### config.mk
export PLATFORM = sky130hd
export DESIGN_NAME = irrigation_scheduler
export DESIGN_NICKNAME = d
export VERILOG_FILES = /design/src/rtl/irrigation_scheduler.sv
export SDC_FILE = /design/constraint.sdc
export NUM_CORES = 1
export LEC_CHECK = 0
export CAP_MARGIN = 20
export CORE_MARGIN = 3
export CORE_UTILIZATION = 48
export CTS_CLUSTER_SIZE = 25
export DETAILED_ROUTE_END_ITERATION = 8
export GPL_ROUTABILITY_DRIVEN = 0
export PLACE_DENSITY = 0.78
export SKIP_LAST_GASP = 1
export SLEW_MARGIN = 10
export SYNTH_ARGS = -nofsm -noshare
export SYNTH_HDL_FRONTEND = slang
export SYNTH_SLANG_ARGS = --single-unit
### constraint.sdc
create_clock -name clk -period 2.5 [get_ports clk]
set_clock_uncertainty 0.15 [all_clocks]
set_input_delay 0.375 -clock clk [delete_from_list [all_inputs] [get_ports clk]]
set_output_delay 0.375 -clock clk [all_outputs]
set_load 0.01 [all_outputs]
### src/rtl/irrigation_scheduler.sv
// Tank/irrigation controller: synced+debounced sensors, timed spray/drip/rest FSM.
// Optional FILL_TIMEOUT_EN adds a Ve on-time watchdog that forces FAULT.
module irrigation_scheduler #(
  parameter int TW        = 16,
  parameter int DEB_CYC   = 4,
  parameter int SPRAY_MAX = 1000,
  parameter int DRIP_MAX  = 2000,
  parameter int REST_CYC  = 500,
  parameter int FILL_MAX  = 5000
) (
  input  logic       clk,
  input  logic       rst,
  input  logic       L,
  input  logic       M,
  input  logic       H,
  input  logic       Us,
  input  logic       Ua,
  input  logic       T,
  input  logic       Clr,
  output logic       Ve,
  output logic       Vs,
  output logic       Bs,
  output logic       Al,
  output logic       Error,
  output logic [1:0] Lvl,
  output logic [2:0] St
);

  localparam int DW = $clog2(DEB_CYC + 1);

  localparam logic [2:0] S_IDLE  = 3'd0;
  localparam logic [2:0] S_SPRAY = 3'd1;
  localparam logic [2:0] S_DRIP  = 3'd2;
  localparam logic [2:0] S_REST  = 3'd3;
  localparam logic [2:0] S_FAULT = 3'd4;

  logic [5:0]    w_raw;
  logic [5:0]    r_s1;
  logic [5:0]    r_s2;
  logic [5:0]    r_deb;
  logic [DW-1:0] r_dcnt [6];
  logic [1:0]    r_lvl;
  logic [2:0]    r_st;
  logic [TW-1:0] r_tmr;
  logic          r_fill;
  logic          r_vs;
  logic          r_bs;
  logic          r_al;
  logic          r_err;

  logic          w_lvl_bad;
  logic [1:0]    w_lvl_dec;
  logic          w_us;
  logic          w_ua;
  logic          w_t;
  logic          w_want_spray;
  logic          w_want_drip;
  logic          w_fto;
  logic          w_flt;
  logic [2:0]    w_nxt;
  logic [TW-1:0] w_tmr;

  assign w_raw = {T, Ua, Us, H, M, L};

  always_ff @(posedge clk) begin
    if (rst) begin
      r_s1 <= '0;
      r_s2 <= '0;
    end else begin
      r_s1 <= w_raw;
      r_s2 <= r_s1;
    end
  end

  // Any cycle where the synced value matches the accepted one restarts the count
  always_ff @(posedge clk) begin
    if (rst) begin
      r_deb <= '0;
      for (int i = 0; i < 6; i++) r_dcnt[i] <= '0;
    end else begin
      for (int i = 0; i < 6; i++) begin
        if (r_s2[i] == r_deb[i]) begin
          r_dcnt[i] <= '0;
        end else if (r_dcnt[i] == DW'(DEB_CYC - 1)) begin
          r_deb[i]  <= r_s2[i];
          r_dcnt[i] <= '0;
        end else begin
          r_dcnt[i] <= r_dcnt[i] + 1'b1;
        end
      end
    end
  end

  always_comb begin
    w_lvl_bad = 1'b0;
    w_lvl_dec = r_lvl;
    case (r_deb[2:0])
      3'b000:  w_lvl_dec = 2'd0;
      3'b001:  w_lvl_dec = 2'd1;
      3'b011:  w_lvl_dec = 2'd2;
      3'b111:  w_lvl_dec = 2'd3;
      default: w_lvl_bad = 1'b1;
    endcase
  end

  assign w_us = r_deb[3];
  assign w_ua = r_deb[4];
  assign w_t  = r_deb[5];

  assign w_want_spray = !w_us & ((r_lvl == 2'd2) | ((r_lvl == 2'd3) & !w_t));
  assign w_want_drip  = w_ua & !w_us & (r_lvl != 2'd0) & ((r_lvl == 2'd1) | w_t);

`ifdef FILL_TIMEOUT_EN
  logic [TW-1:0] r_fcnt;

  always_ff @(posedge clk) begin
    if (rst || !r_fill) r_fcnt <= '0;
    else                r_fcnt <= r_fcnt + 1'b1;
  end

  assign w_fto = r_fill & (r_fcnt == TW'(FILL_MAX - 1));
`else
  assign w_fto = 1'b0;
`endif

  assign w_flt = w_lvl_bad | w_fto;

  always_comb begin
    w_nxt = r_st;
    w_tmr = '0;
    case (r_st)
      S_IDLE: begin
        if (w_flt) begin
          w_nxt = S_FAULT;
        end else if (w_want_spray) begin
          w_nxt = S_SPRAY;
          w_tmr = TW'(SPRAY_MAX - 1);
        end else if (w_want_drip) begin
          w_nxt = S_DRIP;
          w_tmr = TW'(DRIP_MAX - 1);
        end
      end
      S_SPRAY: begin
        if (w_flt) begin
          w_nxt = S_FAULT;
        end else if (w_us || r_lvl <= 2'd1 || r_tmr == '0) begin
          w_nxt = S_REST;
          w_tmr = TW'(REST_CYC - 1);
        end else begin
          w_tmr = r_tmr - 1'b1;
        end
      end
      S_DRIP: begin
        if (w_flt) begin
          w_nxt = S_FAULT;
        end else if (w_us || r_lvl == 2'd0 || r_tmr == '0) begin
          w_nxt = S_REST;
          w_tmr = TW'(REST_CYC - 1);
        end else begin
          w_tmr = r_tmr - 1'b1;
        end
      end
      S_REST: begin
        if (w_flt)              w_nxt = S_FAULT;
        else if (r_tmr == '0)   w_nxt = S_IDLE;
        else                    w_tmr = r_tmr - 1'b1;
      end
      S_FAULT: begin
        if (Clr && !w_lvl_bad) w_nxt = S_IDLE;
      end
      default: w_nxt = S_IDLE;
    endcase
  end

  // Outputs are registered from the next state so they track St exactly
  always_ff @(posedge clk) begin
    if (rst) begin
      r_st   <= S_IDLE;
      r_tmr  <= '0;
      r_lvl  <= 2'd0;
      r_fill <= 1'b0;
      r_vs   <= 1'b0;
      r_bs   <= 1'b0;
      r_al   <= 1'b0;
      r_err  <= 1'b0;
    end else begin
      r_st  <= w_nxt;
      r_tmr <= w_tmr;
      if (!w_lvl_bad) r_lvl <= w_lvl_dec;
      if (r_lvl == 2'd3 || w_nxt == S_FAULT) r_fill <= 1'b0;
      else if (r_lvl <= 2'd1)                r_fill <= 1'b1;
      r_vs  <= (w_nxt == S_DRIP);
      r_bs  <= (w_nxt == S_SPRAY);
      r_err <= (w_nxt == S_FAULT);
      r_al  <= (w_nxt == S_FAULT) | (r_lvl <= 2'd1);
    end
  end

  assign Ve    = r_fill;
  assign Vs    = r_vs;
  assign Bs    = r_bs;
  assign Al    = r_al;
  assign Error = r_err;
  assign Lvl   = r_lvl;
  assign St    = r_st;

endmodule
==> results_dict.tcl <==
set metrics [dict create \
    status "completed" \
    synthFlopType "dfxtp_1" \
    synth_simple_gate_area_share_pct 19.7 \
    vdd_drop_max_v 0.000550 \
    critical_path.max_fanout 5 \
    grt_pass1_vias 1955 \
    ctsResizeCount 0 \
    drtIter0Drc 164 \
    synth_top_cell_area_share_pct 32.0 \
    rsz0062_at_grt "no" \
    ys_seq_area_share_pct 51.6 \
    ioPinCount 19 \
    die-area_sq_um 6680 \
    timing.setup.tns_ps 0 \
    nets 339 \
    synth_mux_area_share_pct 2.54 \
    syn_to_final_growth_pct 20.7 \
    rows 26 \
    final_cell_mix "44 x dfxtp_1, 40 x nor2_1" \
    cts_buffers 9 \
    post-route-period-util_pct 87.6 \
    first_pass_iters 4 \
    synth_compound_area_share_pct 10.1 \
    worstSetupPathType "reg2reg" \
    min_path_type "reg2reg" \
    routed_wl_microns 4960 \
    dr_total_vias 1983 \
    htreeDepth 3 \
    critPathLaunchType "register" \
    endpoint_kind "register" \
    netlist_area_sq_um 2760 \
    worstSkewPairLatency_ps 350 \
    slew_headroom_pct 59.9 \
    synth_xor_area_share_pct 6.04 \
    io_buffers 18 \
    async_flop_share_pct 0 \
    root_buffer "clkbuf_8" \
    cts.path.max_buffers 2 \
    slew_violations 0 \
    period_minus_slack_ps 2190 \
    cts_tree "built" \
    vias_per_cell 5.07 \
    grt_pass1_wl_microns 8710 \
    synthCells 275 \
    diodes 0 \
    synth_edf_count 18 \
    setup_violations 0 \
    ys_seq_elements 62 \
    postCtsHoldBufs 0 \
    die_w_microns 81.8 \
    fmax_mhz 457 \
    antenna_found_initial 0 \
    synth_top_family_by_area "simple AND/OR/NAND/NOR gates" \
    coreArea_sq_um 5340 \
    hold_ws_ps 290 \
    maxCapViolCount 0 \
    layout_commonest_cell "dfxtp_1" \
    wl_per_cell_microns 12.7 \
    drc_errors 0 \
    power.density_nw_per_um2 767 \
    grt_max_degree 31 \
    hold_violations 0 \
    initial_utilization_pct 51.6 \
    cts_sinks 62 \
    detailed_place_hpwl_microns 3640 \
    yosys-top-cells-area "dfxtp_1 32%, edfxtp_1 20%, ha_1 6.4%" \
    die_y_microns 81.8 \
    worst-endpoint-arrival_ps 2270 \
    drtAntennaViolNets 0 \
    leakage_nw 1.38 \
    synth_top_area_cell "dfxtp_1" \
    setup_ws_ps 309 \
    final_layout_size_suffix_gt1_share_pct 9.03 \
    grtUsageTotal_pct 17.5 \
    synth_fa_ha_area_share_pct 6.36 \
    pre_cts_ws_ps 198 \
    tightest_slew_ps 594 \
    yosys_warnings 0 \
    avgSynthCellArea_sq_um 10.0 \
    cp.required_ps 2580 \
    cts_setup_buffers 0 \
    clkSlewWorstSetupHoldPaths_ps 70 \
    r2r_setup_slack_ps 310 \
    ys_types 42 \
    gr-total-overflow 0 \
]
==> synth_stat cells (3+ instances only) <==
master / count
dfxtp_1: 44
nor2_1: 40
edfxtp_1: 18
inv_1: 18
ha_1: 14
o21ai_0: 14
nor2b_1: 13
xnor2_1: 13
nand2_1: 11
or3_1: 9
clkbuf_1: 8
a21oi_1: 7
mux2i_1: 7
o211ai_1: 7
xor2_1: 6
nor3_1: 4
nor4_1: 4
a211o_1: 3
nand3_1: 3
or4_4: 3
==> worst max-delay path: stages (launching register included) <==
cell and delay, ps:
dfxtp_1 350, or4_4 540, or3_4 370, or4_4 420, xor2_1 180, o21ai_2 60
==> cell type report <==
| class | count | area, sq um |
|---|---|---|
| timing repair buffer | 21 | 203 |
| inverter | 18 | 67.6 |
| multi-input combinational | 204 | 1300 |
| clock buffer | 9 | 124 |
| clock inverter | 7 | 123 |
| sequential | 62 | 1420 |
| fill | 463 | 2010 |
| tap | 70 | 87.6 |
==> routing by layer <==
| layer | wire length, microns | part of all wire, % | global-route usage, % |
|---|---|---|---|
| met5 | 0 | 0 | 0 |
| met4 | 61 | 1.2 | 6.15 |
| met3 | 274 | 5.5 | 8.88 |
| met2 | 2380 | 48 | 27.8 |
| met1 | 2250 | 45 | 20.4 |
==> sequential cells by signal, indices dropped and copies added (netlist names), 2 cells and up <==
register,flops
Lvl,2
St,3
r_dcnt,18
r_deb,6
r_s1,6
r_s2,6
r_tmr,16
==> power by group <==
part / switching, mW / internal, mW / leakage (nW)
sequential: 0.0343 / 1.08 / 0.544
clock: 0.399 / 0.664 / 0.116
combinational: 0.195 / 0.184 / 0.716
total: 0.629 / 1.92 / 1.38
==> through the flow <==
step	power, mW	std cells	util (%)	cell area, sq um
3_3_place_gp	1.50	375	57.7	3080
3_5_place_dp	1.51	375	57.7	3080
4_1_cts	2.58	391	62.3	3330
2_1_floorplan	1.42	292	-	2820
5_1_grt	2.69	391	62.3	3330
6_report	2.55	391	62.3	3330
==> worst paths after layout <==
check                                          from              endpoint  depth (start not counted)
worst max-delay path            r_tmr[3]$_SDFF_PP0_  r_tmr[10]$_SDFF_PP0_                          5
worst min-delay path             r_s1[0]$_SDFF_PP0_    r_s2[0]$_SDFF_PP0_                          1
worst max register to register  r_tmr[3]$_SDFF_PP0_  r_tmr[10]$_SDFF_PP0_                          5
worst min register to register   r_s1[0]$_SDFF_PP0_    r_s2[0]$_SDFF_PP0_                          1
==> cells by family after synthesis <==
family | after synthesis
other | 1
and+or+nand+nor | 103
buffers and inverters | 26
adders and majority gates | 14
muxes | 7
DFF | 62
AOI/OAI and AO/OA | 43
xor gates and xnor gates | 19
Note: power is estimated with default switching activity, not from simulation.
